--- src/rtl/key_sync_filter.sv ---
// Multi-channel key conditioner: optional inversion, flop-chain synchroniser,
// consecutive-sample debounce, press/release pulses and optional auto-repeat.
module key_sync_filter #(
    parameter int unsigned WIDTH           = 10,
    parameter int unsigned SYNC_STAGES     = 2,
    parameter int unsigned DEBOUNCE_CYCLES = 16,
    parameter int unsigned INVERT          = 1,
    parameter int unsigned REPEAT_EN       = 0,
    parameter int unsigned HOLD_CYCLES     = 50000,
    parameter int unsigned REPEAT_CYCLES   = 10000
) (
    input  logic             sys_clk,
    input  logic             rst,
    input  logic [WIDTH-1:0] in,
    output logic [WIDTH-1:0] out_level,
    output logic [WIDTH-1:0] out_press,
    output logic [WIDTH-1:0] out_release,
    output logic [WIDTH-1:0] out_rpt
);

    localparam int unsigned DB_W   = (DEBOUNCE_CYCLES > 1) ? $clog2(DEBOUNCE_CYCLES) : 1;
    localparam int unsigned RC_MAX = (HOLD_CYCLES > REPEAT_CYCLES) ? HOLD_CYCLES : REPEAT_CYCLES;
    localparam int unsigned RC_W   = (RC_MAX > 1) ? $clog2(RC_MAX) : 1;

    logic [WIDTH-1:0] sync_q [SYNC_STAGES];
    logic [WIDTH-1:0] ss;

    always_ff @(posedge sys_clk) begin
        if (rst) begin
            for (int unsigned i = 0; i < SYNC_STAGES; i++) sync_q[i] <= '0;
        end else begin
            sync_q[0] <= (INVERT != 0) ? ~in : in;
            for (int unsigned i = 1; i < SYNC_STAGES; i++) sync_q[i] <= sync_q[i-1];
        end
    end

    assign ss = sync_q[SYNC_STAGES-1];

    for (genvar ch = 0; ch < WIDTH; ch++) begin : g_ch
        logic [DB_W-1:0] cnt;
        logic            level;
        logic            press_q;
        logic            rel_q;
        logic            rpt_q;
        logic            rise;
        logic            fall;
        logic            rpt_due;

        always_comb begin
            rise = 1'b0;
            fall = 1'b0;
            if (cnt == DB_W'(DEBOUNCE_CYCLES - 1)) begin
                rise = ~level & ss[ch];
                fall = level & ~ss[ch];
            end
        end

        // A repeat landing on the release edge is dropped so only the release pulse fires.
        always_ff @(posedge sys_clk) begin
            if (rst) begin
                cnt     <= '0;
                level   <= 1'b0;
                press_q <= 1'b0;
                rel_q   <= 1'b0;
                rpt_q   <= 1'b0;
            end else begin
                if (ss[ch] == level) begin
                    cnt <= '0;
                end else if (rise || fall) begin
                    level <= ss[ch];
                    cnt   <= '0;
                end else begin
                    cnt <= cnt + DB_W'(1);
                end
                press_q <= rise | (rpt_due & ~fall);
                rel_q   <= fall;
                rpt_q   <= rpt_due & ~fall;
            end
        end

        if (REPEAT_EN != 0) begin : g_rpt
            typedef enum logic {PH_HOLD, PH_REPEAT} phase_t;
            phase_t          phase;
            logic [RC_W-1:0] rc;

            always_comb begin
                rpt_due = 1'b0;
                if (level) begin
                    if (phase == PH_HOLD) rpt_due = (rc >= RC_W'(HOLD_CYCLES - 1));
                    else                  rpt_due = (rc >= RC_W'(REPEAT_CYCLES - 1));
                end
            end

            always_ff @(posedge sys_clk) begin
                if (rst || !level) begin
                    rc    <= '0;
                    phase <= PH_HOLD;
                end else if (rpt_due) begin
                    rc    <= '0;
                    phase <= PH_REPEAT;
                end else begin
                    rc <= rc + RC_W'(1);
                end
            end
        end else begin : g_no_rpt
            assign rpt_due = 1'b0;
        end

        assign out_level[ch]   = level;
        assign out_press[ch]   = press_q;
        assign out_release[ch] = rel_q;
        assign out_rpt[ch]     = rpt_q;
    end

endmodule

--- config.mk ---
export PLATFORM = sky130hd
export DESIGN_NAME = key_sync_filter
export DESIGN_NICKNAME = d
export VERILOG_FILES = /design/src/rtl/key_sync_filter.sv
export SDC_FILE = /design/constraint.sdc
export NUM_CORES = 1
export LEC_CHECK = 0
export ABC_CLOCK_PERIOD_IN_PS = 2000
export CAP_MARGIN = 0
export CORE_MARGIN = 3
export CORE_UTILIZATION = 40
export CTS_CLUSTER_DIAMETER = 50
export DETAILED_ROUTE_END_ITERATION = 10
export PLACE_DENSITY = 0.59
export SYNTH_ARGS = -nofsm -noshare
export SYNTH_HDL_FRONTEND = slang
export SYNTH_SLANG_ARGS = --single-unit
--- constraint.sdc ---
create_clock -name sys_clk -period 2 [get_ports sys_clk]
set_clock_uncertainty 0.2 [all_clocks]
set_input_delay 0.2 -clock sys_clk [delete_from_list [all_inputs] [get_ports sys_clk]]
set_output_delay 0.2 -clock sys_clk [all_outputs]
set_load 0.1 [all_outputs]
== Word level (Yosys, flattened, before mapping) ==
Memory sizes are Yosys's and may differ from the RTL's.
Cells that the tools add are included.
Cells by class
  equal/unequal tests: 20
  multiplexer cells: 25
  add/subtract/negate cells: 10
  bitwise logic cells: 53
  reduce and logical (&&, ||, !) cells: 30
Operators with widths (number)
  $add A4 B1 Y4 const B: 10
  $eq A4 B4 Y1 const B: 10
  $not A1 Y1: 30
  $reduce_or A3 Y1: 10
  $mux W1: 23
  $and A1 B1 Y1: 20
  $mux W10: 2
  $reduce_and A2 Y1: 10
  $eq A1 B1 Y1: 10
  $logic_or A1 B1 Y1: 10
  $not A10 Y10: 1
  $or A1 B1 Y1: 2
Storage, ports and cells
  output and inout port bits: 40
  bits in writable memories: 20
  memories kept: 1
  bits in registers: 70
  input bits: 12
Memory list
  sync_q: words 2, bits a word 10, rd ports 2, clocked after Yosys merged registers in 0, wr ports 2, line 25  | logic [WIDTH-1:0] sync_q [SYNC_STAGES];

== Logic depth before layout (Yosys ltp) ==
Gate-level depths: netlist of run 1.
An unclocked memory read counts as a cell.
  depth in word-level cells: 6
  mapped depth: 5
  depth with buffers taken out: 5

== Worst setup path before layout of run 1 ==
Ideal clock, no wire load.
  kind: reg-to-reg
  start point: mem sync_q[1][0] (netlist: sync_q[0][10])
  end point: reg g_ch[0].level
  period minus slack after synthesis: 1.545 ns
  required time: 1.730 ns
  cell stages (with the launch flop): 5
  library setup time: 0.070 ns
  setup slack: 0.455 ns
  buffers on the path: 0
  arrival time: 1.274 ns
  cell sequence: dfxtp_1 > inv_1 > ha_1 > or4_1 > a21oi_1
RTL lines
  from (decl): line 25
  to (signal assigned): line 70  | level <= ss[ch];
  to (decl): line 41  | logic level;

==> results of run 1 <==
-- report_power, final --
group | switching [mW] | internal, mW | total [mW]
Combinational | 0.132 | 0.0497 | 0.182
Clock | 0.610 | 0.819 | 1.43
Sequential | 0.0103 | 1.81 | 1.83
Total | 0.752 | 2.68 | 3.44
-- worst max path at each step --
stage | depth (start not counted) | to | slack [ps] | start
floorplan | 4 | g_ch[0].level$_SDFFE_PP0P_ | 460 | sync_q[0][10]$_SDFF_PP0_
global placement | 4 | g_ch[0].level$_SDFFE_PP0P_ | 430 | sync_q[0][10]$_SDFF_PP0_
detailed placement | 4 | g_ch[0].level$_SDFFE_PP0P_ | 380 | sync_q[0][10]$_SDFF_PP0_
CTS | 4 | g_ch[0].level$_SDFFE_PP0P_ | 350 | sync_q[0][10]$_SDFF_PP0_
global route | 4 | g_ch[0].level$_SDFFE_PP0P_ | 270 | sync_q[0][10]$_SDFF_PP0_
finish | 4 | g_ch[0].level$_SDFFE_PP0P_ | 350 | sync_q[0][10]$_SDFF_PP0_
-- logic make-up (layout without fill, tap and decap cells) --
logic type               after synthesis  in the layout  synth area share
AND/OR/NAND/NOR                      122            122             0.193
flip-flops                            90             90             0.491
buffers and inverters                 69             80             0.113
adder cells (fa/ha/maj)               30             30             0.102
AO/OA/AOI/OAI                         30             30            0.0518
XOR/XNOR                              20             20            0.0477
other                                  1             10           0.00102
-- per-stage QoR --
stage                     instances  worst slack (ps)  power [mW]
final                           490               350        3.44
after CTS                       490               347        3.50
after global placement          475               434        2.05
after floorplan                 371               455        2.02
after detailed placement        475               377        2.05
after global routing            490               266        3.59
-- flip-flops by register name (all words and copies together) (netlist names) --
register / count
g_ch.press_q: 10
g_ch.cnt: 40
g_ch.rel_q: 10
g_ch.level: 10
sync_q: 20
-- cell usage in the layout, fill, tap and decap left out, types with 2 or more instances in the layout --
| cell type | n |
|---|---|
| o21ai_0 | 10 |
| buf_4 | 32 |
| clkbuf_8 | 9 |
| nor2b_1 | 11 |
| xnor2_1 | 18 |
| and3b_1 | 8 |
| or3_1 | 8 |
| a21oi_1 | 9 |
| bufinv_16 | 3 |
| xor2_1 | 2 |
| nor3b_1 | 20 |
| conb_1 | 10 |
| ha_1 | 30 |
| inv_1 | 21 |
| clkdlybuf4s50_1 | 10 |
| nor3_1 | 10 |
| nand3_1 | 19 |
| nor2_1 | 26 |
| o2111ai_1 | 9 |
| and3_1 | 17 |
| dfxtp_1 | 90 |
-- area by class of cell --
class / instances / area, um2
Fill cell: 823 / 4700
Sequential cell: 90 / 1800
Multi-Input combinational cell: 212 / 1490
Timing Repair Buffer: 45 / 375
Tap cell: 108 / 135
Clock buffer: 9 / 124
Clock inverter: 5 / 104
Inverter: 21 / 78.8
-- repair_timing --
| item | CTS | global route |
|---|---|---|
| endpoints found under the hold margin | 6 | 0 |
| gates resized for setup | 0 | 0 |
| endpoints found under the setup margin | 0 | 0 |
| hold buffers | 1 | 0 |
-- worst max-delay path, cell delays in order (launching register included) --
cell and delay [ps]:
dfxtp_1 360, inv_1 60, ha_1 330, or4_1 510
a21oi_1 130
-- per-layer routing --
metal / vias to the layer above / track usage / share of wire
met5: - / 0 / 0
met4: 0 / 0.0532 / 0.025
met3: 12 / 0.0365 / 0.044
met2: 41 / 0.183 / 0.45
met1: 1049 / 0.137 / 0.48
li1: 1214 / - / -
==> run metrics, run 1 <==
Netlist cell types 25; CP required 2090 ps; Max Cap Viol 0; later-pin clock latency in the skew report 350 ps; WHS Endpoint sync_q[0][7]$_SDFF_PP0_; setup TNS 0 ps; drt initial violations 53; Static Leakage 1.67 nW; status finished clean; synth cell count leaders dfxtp_1, buf_4, ha_1; Final Max Slew Viols 0; RSZ-0062 raised after global routing no; post-synth top area cell dfxtp_1; Antenna Cells 0; starting density of the core 0.417; synth warn 0; hold path depth 2; CTS tree built; num rows 34; final hold viol count 0; WP data arrival 1740 ps; fin crit period 1650 ps; r2r setup slk 350 ps; core area 0.00881 mm2; Reg clk slew, reported paths 90 ps; number of CTS-inserted buffers 9; CTS root buf clkbuf_8; Layout area overhead 11.9%; initial antenna violation count 0; placed standard-cell area 0.00387 mm2; Nets 421; Crit Path Class flip-flop to flip-flop; kind of end point of the critical path flip-flop; pwr dens 837 mW/mm2; Max Clock Freq 606 MHz; Syn Std Cell Area 0.00367 mm2; y dimension of the die 102 um; type of the most critical hold path input pin to flip-flop; first-pass GRT wire length 9310 um; IO Port Bufs 41; Syn Area/Cell 10.1 um2; Final Core Density 0.466; final WL 5440 um; depth of the most critical reg-to-reg path 4; post-route DRC violation count 0; Yosys reg bits 90; R2R Path End g_ch[0].level$_SDFFE_PP0P_; GRT overflow 0; Placer Congestion 0.717; final setup fails 0; First-pass DRT Iterations 4; number of global-route vias before repair 2193; TritonCTS Sinks 90; Die ar. 0.0104 mm2; Longest Clk Path Bufs 2; Design Area, Final 0.00411 mm2; CP Max Fanout 4; post-CTS setup repair buffer count 0; Min-Delay Startpoint in[7]; ANT nets after route 0; layout cell share with drive strength beyond 1 0.128; GR Util All Layers 0.113; I/O pin cnt 52; fraction of registers with async set/reset 0; most common flop cell mapped by yosys dfxtp_1; WL per Instance 11.1 um; WHS 167 ps; register area share after synthesis 0.491; largest net degree at the start of global routing 39; cell with the most instances after synthesis dfxtp_1; HPWL Detailed 3800 um; vias per cell 4.73; part of the cycle the worst path needs 0.825; Vias 2316; Die Span X 102 um; top cells by area, synth dfxtp_1, ha_1, buf_4, xnor2_1, nor3b_1; # H-tree levels 3; maximum vdd drop 0.000416 V; Post-Synthesis Cells 362; post-synth top area share 0.491; FF-to-FF Start sync_q[0][10]$_SDFF_PP0_; Worst Setup Start Kind flip-flop; number of flops mapped to enable cells by yosys 0
(Power assumes the default switching activity.)
==> inputs of run 2 (changes only) <==
--- a/config.mk
+++ b/config.mk
@@ -5,7 +5,7 @@
 export SDC_FILE = /design/constraint.sdc
 export NUM_CORES = 1
 export LEC_CHECK = 0
-export ABC_CLOCK_PERIOD_IN_PS = 2000
+export ABC_CLOCK_PERIOD_IN_PS = 1580
 export CAP_MARGIN = 0
 export CORE_MARGIN = 3
 export CORE_UTILIZATION = 40
==> constraint.sdc (replaced) <==
create_clock -name sys_clk -period 1.58 [get_ports sys_clk]
set_clock_uncertainty 0.2 [all_clocks]
set_input_delay 0.158 -clock sys_clk [delete_from_list [all_inputs] [get_ports sys_clk]]
set_output_delay 0.158 -clock sys_clk [all_outputs]
set_load 0.1 [all_outputs]
==> run 2 against run 1 <==
Net effect: core utilization grew 6.8 points; register-to-register slack got worse by 320 ps; sequential power up 26%; sequential cell count is the same; worst setup slack worse by 320 ps; final area increased by 15%; largest power group unchanged; fmax is 6.5% higher; power grew 20%.
==> run metrics, run 2 (same netlist as run 1, synthesis figures left out) <==
first-pass GRT wire length 9720 um (+4.4%); HPWL Detailed 4120 um (+8.4%); Die ar. 0.0104 mm2 (unchanged); Pwr Total 4.13 mW (+20%); Vias 2398 (+3.5%); max reg flops 40 (unchanged); vias per cell 4.73 (about the same); crit path launch g_ch[0].level$_SDFFE_PP0P_; GRT met2 Usage 0.191 (+0.00855); kind of end point of the critical path flip-flop; Layout area overhead 28.3%; Max Clock Freq 646 MHz (+6.5%); part of the cycle the worst path needs 0.980 (+0.156); y dimension of the die 102 um (unchanged); Longest Clk Path Bufs 2 (unchanged); Static Leakage 1.80 nW (+7.7%); Reg clk slew, reported paths 90 ps (about the same); Final Max Slew Viols 0 (unchanged); most frequent cells in the layout dfxtp_1, buf_12, nor2_1; CP required 1650 ps (-440 ps); TritonCTS Sinks 90 (unchanged); met3 usage 0.0269 (-0.00964); pwr dens 876 mW/mm2 (+4.8%); later-pin clock latency in the skew report 340 ps (about the same); depth of the most critical reg-to-reg path 5 (+1); CP Max Fanout 3 (-1); largest net degree at the start of global routing 25 (-36%); r2r setup slk 30 ps (-320 ps); Worst Setup Start Kind flip-flop; R2R Path End g_ch[0].level$_SDFFE_PP0P_; First-pass DRT Iterations 3 (-1); WL per Instance 11.3 um (+1.8%); final WL 5730 um (+5.3%); Top Registers g_ch.cnt (40), sync_q (20); Placement Setup Slack -29.5 ps (-407 ps); maximum vdd drop 0.000455 V (+9.5%); status finished clean; GR peak layer met2; setup TNS 0 ps (unchanged); I/O pin cnt 52 (unchanged); number of global-route vias before repair 2344 (+6.9%); Die Span X 102 um (unchanged); most common cell after layout, fill and taps aside dfxtp_1; GR Util All Layers 0.116 (+0.00228); ANT nets after route 0 (unchanged); GRT overflow 0 (unchanged); Crit Path Class flip-flop to flip-flop; number of CTS-inserted buffers 9 (unchanged); worst-path cell with the longest stage delay or4_1; starting density of the core 0.417 (unchanged); worst path cell trace inv_1 > ha_4 > nor2_2 > or4_1 > a21oi_1; max incr delay on CP 520 ps (about the same); FF-to-FF Start g_ch[0].level$_SDFFE_PP0P_; Antenna Cells 0 (unchanged); type of the most critical hold path input pin to flip-flop; post-route DRC violation count 0 (unchanged); core area 0.00881 mm2 (unchanged); WP data arrival 1620 ps (-120 ps); IO Port Bufs 41 (unchanged); final setup fails 0 (unchanged); layout cell share with drive strength beyond 1 0.236 (+0.107); final hold viol count 0 (unchanged); # H-tree levels 3 (unchanged); CTS tree built; Max Cap Viol 0 (unchanged); CTS root buf clkbuf_8; Nets 437 (+3.8%); Placer Congestion 0.742 (+3.5%); met1 global-route usage 0.141 (+0.00334); drt initial violations 44 (-17%); fin crit period 1550 ps (-101 ps); num rows 34 (unchanged); CP endpoint g_ch[0].level$_SDFFE_PP0P_; largest reg by FF count g_ch.cnt; initial antenna violation count 0 (unchanged); setup slack after layout 30.9 ps (-319 ps)
[run 2: report_power, final]
part	leakage, nW	switching (mW)	total (mW)	internal (mW)
logic	0.973	0.173	0.245	0.0723
registers	0.733	0.0139	2.31	2.30
clock network	0.0925	0.792	1.57	0.776
[run 2: cell type report]
class	count	area, um2
Sequential cell	90	1810
Multi-Input combinational cell	212	1610
Clock buffer	10	138
Timing Repair Buffer	61	871
Clock inverter	5	63.8
Fill cell	757	4100
Inverter	21	78.8
Tap cell	108	135
[run 2: timing repair]
item	4_1_cts	5_1_grt
pin swaps	3	5
endpoints found under the setup margin	2	10
hold buffers	1	0
endpoints found under the hold margin	10	0
resized for setup	5	25
buffers inserted	1	2
[run 2: routing by layer]
metal  up-vias  wire, um
met3         8       183
met5         -         0
met4         0       117
li1       1247         -
met1      1108      2650
met2        35      2780
[run 2: per-stage QoR]
| stage | utilization | hold WS [ps] | area (um2) | std cells |
|---|---|---|---|---|
| after floorplan | - | 30.4 | 3700 | 371 |
| after global placement | 0.494 | 220 | 4350 | 489 |
| after detailed placement | 0.494 | 220 | 4350 | 489 |
| after CTS | 0.521 | 111 | 4590 | 506 |
| after global routing | 0.535 | 135 | 4710 | 507 |
| final | 0.535 | 130 | 4710 | 507 |
[run 2: worst min-delay path by stage]
stage	cells after the start	from	end	slack (ps)
final	2	in[8]	sync_q[0][8]$_SDFF_PP0_	130
after global routing	2	in[2]	sync_q[0][2]$_SDFF_PP0_	130
after CTS	2	in[8]	sync_q[0][8]$_SDFF_PP0_	110
after detailed placement	1	sync_q[0][5]$_SDFF_PP0_	sync_q[0][15]$_SDFF_PP0_	220
after global placement	1	sync_q[0][3]$_SDFF_PP0_	sync_q[0][13]$_SDFF_PP0_	220
after floorplan	1	in[0]	sync_q[0][0]$_SDFF_PP0_	30
[run 2: worst max-delay path, delay by kind of cell (launching register included)]
family                     cells  cell delay (ps)
DFF                            1              350
buffers and inverters          1               90
and+or+nand+nor                2              560
adders and majority gates      1              140
AOI/OAI and AO/OA              1              140
==> edit, RTL diff (config.mk and constraints of run 1) <==
Reset style: asynchronous (`rst`), changed in 2 clocked blocks.
--- a/src/rtl/key_sync_filter.sv
+++ b/src/rtl/key_sync_filter.sv
@@ -25,7 +25,7 @@
     logic [WIDTH-1:0] sync_q [SYNC_STAGES];
     logic [WIDTH-1:0] ss;
 
-    always_ff @(posedge sys_clk) begin
+    always_ff @(posedge sys_clk or posedge rst) begin
         if (rst) begin
             for (int unsigned i = 0; i < SYNC_STAGES; i++) sync_q[i] <= '0;
         end else begin
@@ -56,7 +56,7 @@
         end
 
         // A repeat landing on the release edge is dropped so only the release pulse fires.
-        always_ff @(posedge sys_clk) begin
+        always_ff @(posedge sys_clk or posedge rst) begin
             if (rst) begin
                 cnt     <= '0;
                 level   <= 1'b0;
Formal check against the unedited RTL: no difference found for any inputs over 10 cycles, from zero or initial values and one cycle with rst high; that may be too few to reach the edited logic, so the function may still have changed.
==> edit against run 1 <==
Wire length fell by 3.3%. Synthesized area rose by 9.7%. Utilization rose by 0.71 points. Non-clock buffer count fell by 2. Worst hold slack got worse by 0.16 ns. Clock power fell by 13%. Total power rose by 0.96%. Die area rose by 9.1%. Sequential cell count did not move. Cell area rose by 9.6%. Largest power group unchanged. Worst setup slack improved by 0.19 ns.
==> edit: results (changes against run 1) <==
Vias post-DR -> 2159 (was 2316)
Post-synth EDFFs -> 0 (unchanged)
Top post-synthesis cells by area -> dfrtp_1 56%, ha_1 9.3%, buf_4 7.5% (was dfxtp_1 49%, ha_1 10%, buf_4 8.2%)
Placed instance area -> 0.00430 mm² (was 0.00387 mm²)
Number of flip-flops in the largest register -> 40 (unchanged)
Ys async rst share -> 100% (was 0%)
PostCTS Resize Cnt -> 0 (unchanged)
First-pass GRT wire length -> 9630 µm (was 9310 µm)
Post-synth cell types -> 14 (was 25)
Synth Area in Compound Gates -> 1.87% (was 5.18%)
Crit path arrival time -> 1.53 ns (was 1.74 ns)
Post-Synth Adder-Cell Area -> 9.33% (was 10.2%)
Nets -> 426 (was 421)
Largest Register -> g_ch.cnt (unchanged)
Largest net degree at the start of global routing -> 38 (was 39)
Synthesis Warnings -> 0 (unchanged)
Crit path max-delay family -> flip-flops (was simple AND/OR/NAND/NOR gates)
Gpl congestion -> 0.713 (was 0.717)
Clk pwr share -> 35.7% (was 41.6%)
Flop2flop setup slack -> 0.54 ns (was 0.35 ns)
Worst Path Max Fanout -> 3 (was 4)
CTS H-Tree Depth -> 3 (unchanged)
Power share of the sequential group -> 55.7% (was 53.1%)
Post-synth top cells -> 90 x dfrtp_1, 69 x nor2_1, 60 x inv_1, 40 x buf_4, 30 x ha_1 (was 90 x dfxtp_1, 40 x buf_4, 30 x ha_1, 26 x nor2_1, 21 x inv_1)
Hold Slack -> 0.00432 ns (was 0.167 ns)
Synth Flop Type -> dfrtp_1 (was dfxtp_1)
Port Buffer Count -> 41 (unchanged)
Clk. pwr -> 0.00124 W (was 0.00143 W)
Net switching power -> 0.000847 W (was 0.000752 W)
Min-Delay Path Class -> input pin to async pin (was input pin to flip-flop)
TritonCTS Buffers -> 9 (unchanged)
First-pass DRT Iterations -> 3 (was 4)
Slowest cell on crit path -> dfrtp_1 (was or4_1)
Clk root buf -> clkbuf_8 (unchanged)
Initial drt markers -> 37 (was 53)
Leakage power -> 2.22 nW (was 1.67 nW)
Status -> completed (unchanged)
Max-cap violation count -> 0 (unchanged)
GRT Total Usage -> 10.5% (was 11.3%)
Clk Latency, worst-skew pair -> 0.34 ns
Initial antenna violation count -> 0 (unchanged)
Layout cells sized above 1 -> 17.5% (was 12.8%)
CP max stage delay -> 0.37 ns (was 0.51 ns)
DP HPWL -> 3870 µm (was 3800 µm)
Max Root-Sink Buffers -> 2 (unchanged)
R2r endpoint -> g_ch[8].level (was g_ch[0].level)
Mux share of post-synthesis cell area -> 2.49% (was 0%)
Post-Synth XOR/XNOR Area -> 4.35% (was 4.77%)
Clk slew on worst S/H paths -> 0.09 ns (about the same)
Post-synthesis sequential area ratio -> 56.0% (was 49.1%)
Drt wl/cell -> 10.2 µm (was 11.1 µm)
Peak supply drop -> 385 µV (was 416 µV)
FF-to-FF path depth -> 4 (unchanged)
Worst r2r src -> ss[8] (was sync_q[0][10])
[edit: changes by cell type after synthesis, moves of 10 or more]
cell             run 1  this run
mux2i_1              0        10
nor3_1              10         0
and3_1              17         0
o21bai_1             0        10
nor2_1              26        69
nor3_2               0        10
nor3b_1             20         0
o21ai_0             10         0
nor2b_1             11         1
dfrtp_1              0        90
inv_1               21        60
dfxtp_1             90         0
[edit: cells by family after synthesis]
group | count (synthesis)
flip-flops | 90
AND/OR/NAND/NOR | 100
multiplexers | 10
other | 1
adder cells (fa/ha/maj) | 30
XOR/XNOR | 20
buffers and inverters | 100
AO/OA/AOI/OAI | 10
[edit: per-layer routing]
metal | GRT usage, % | wire [µm] | vias to the layer above
met5 | 0 | 0 | -
met4 | 3.33 | 71 | 0
met3 | 4.19 | 297 | 5
met2 | 16.9 | 2420 | 39
met1 | 12.8 | 2470 | 1013
li1 | - | - | 1102
[edit: metrics by stage]
stage	std cells	util [%]	setup WS (ns)
floorplan	370	-	0.550
global placement	502	45.2	0.588
detailed placement	502	45.2	0.564
CTS	517	47.3	0.522
global route	517	47.3	0.459
finish	517	47.3	0.542
[edit: worst max path at each step]
stage | startpoint | endpoint | cells after the start
floorplan | rst | g_ch[0].cnt[0] | 1
global placement | ss[4] | g_ch[4].level | 4
detailed placement | ss[8] | g_ch[8].level | 4
CTS | g_ch[9].level | out_level[9] | 1
global route | ss[0] | g_ch[0].level | 4
finish | ss[8] | g_ch[8].level | 4
[edit: cell type report]
cell class	instances	area, µm²
clock buffers	11	151
clock inverters	4	51.3
fillers	885	5000
inverters	60	229
multi-input cells	180	1280
flip-flops and latches	90	2250
well taps	129	161
repair buffers	43	375
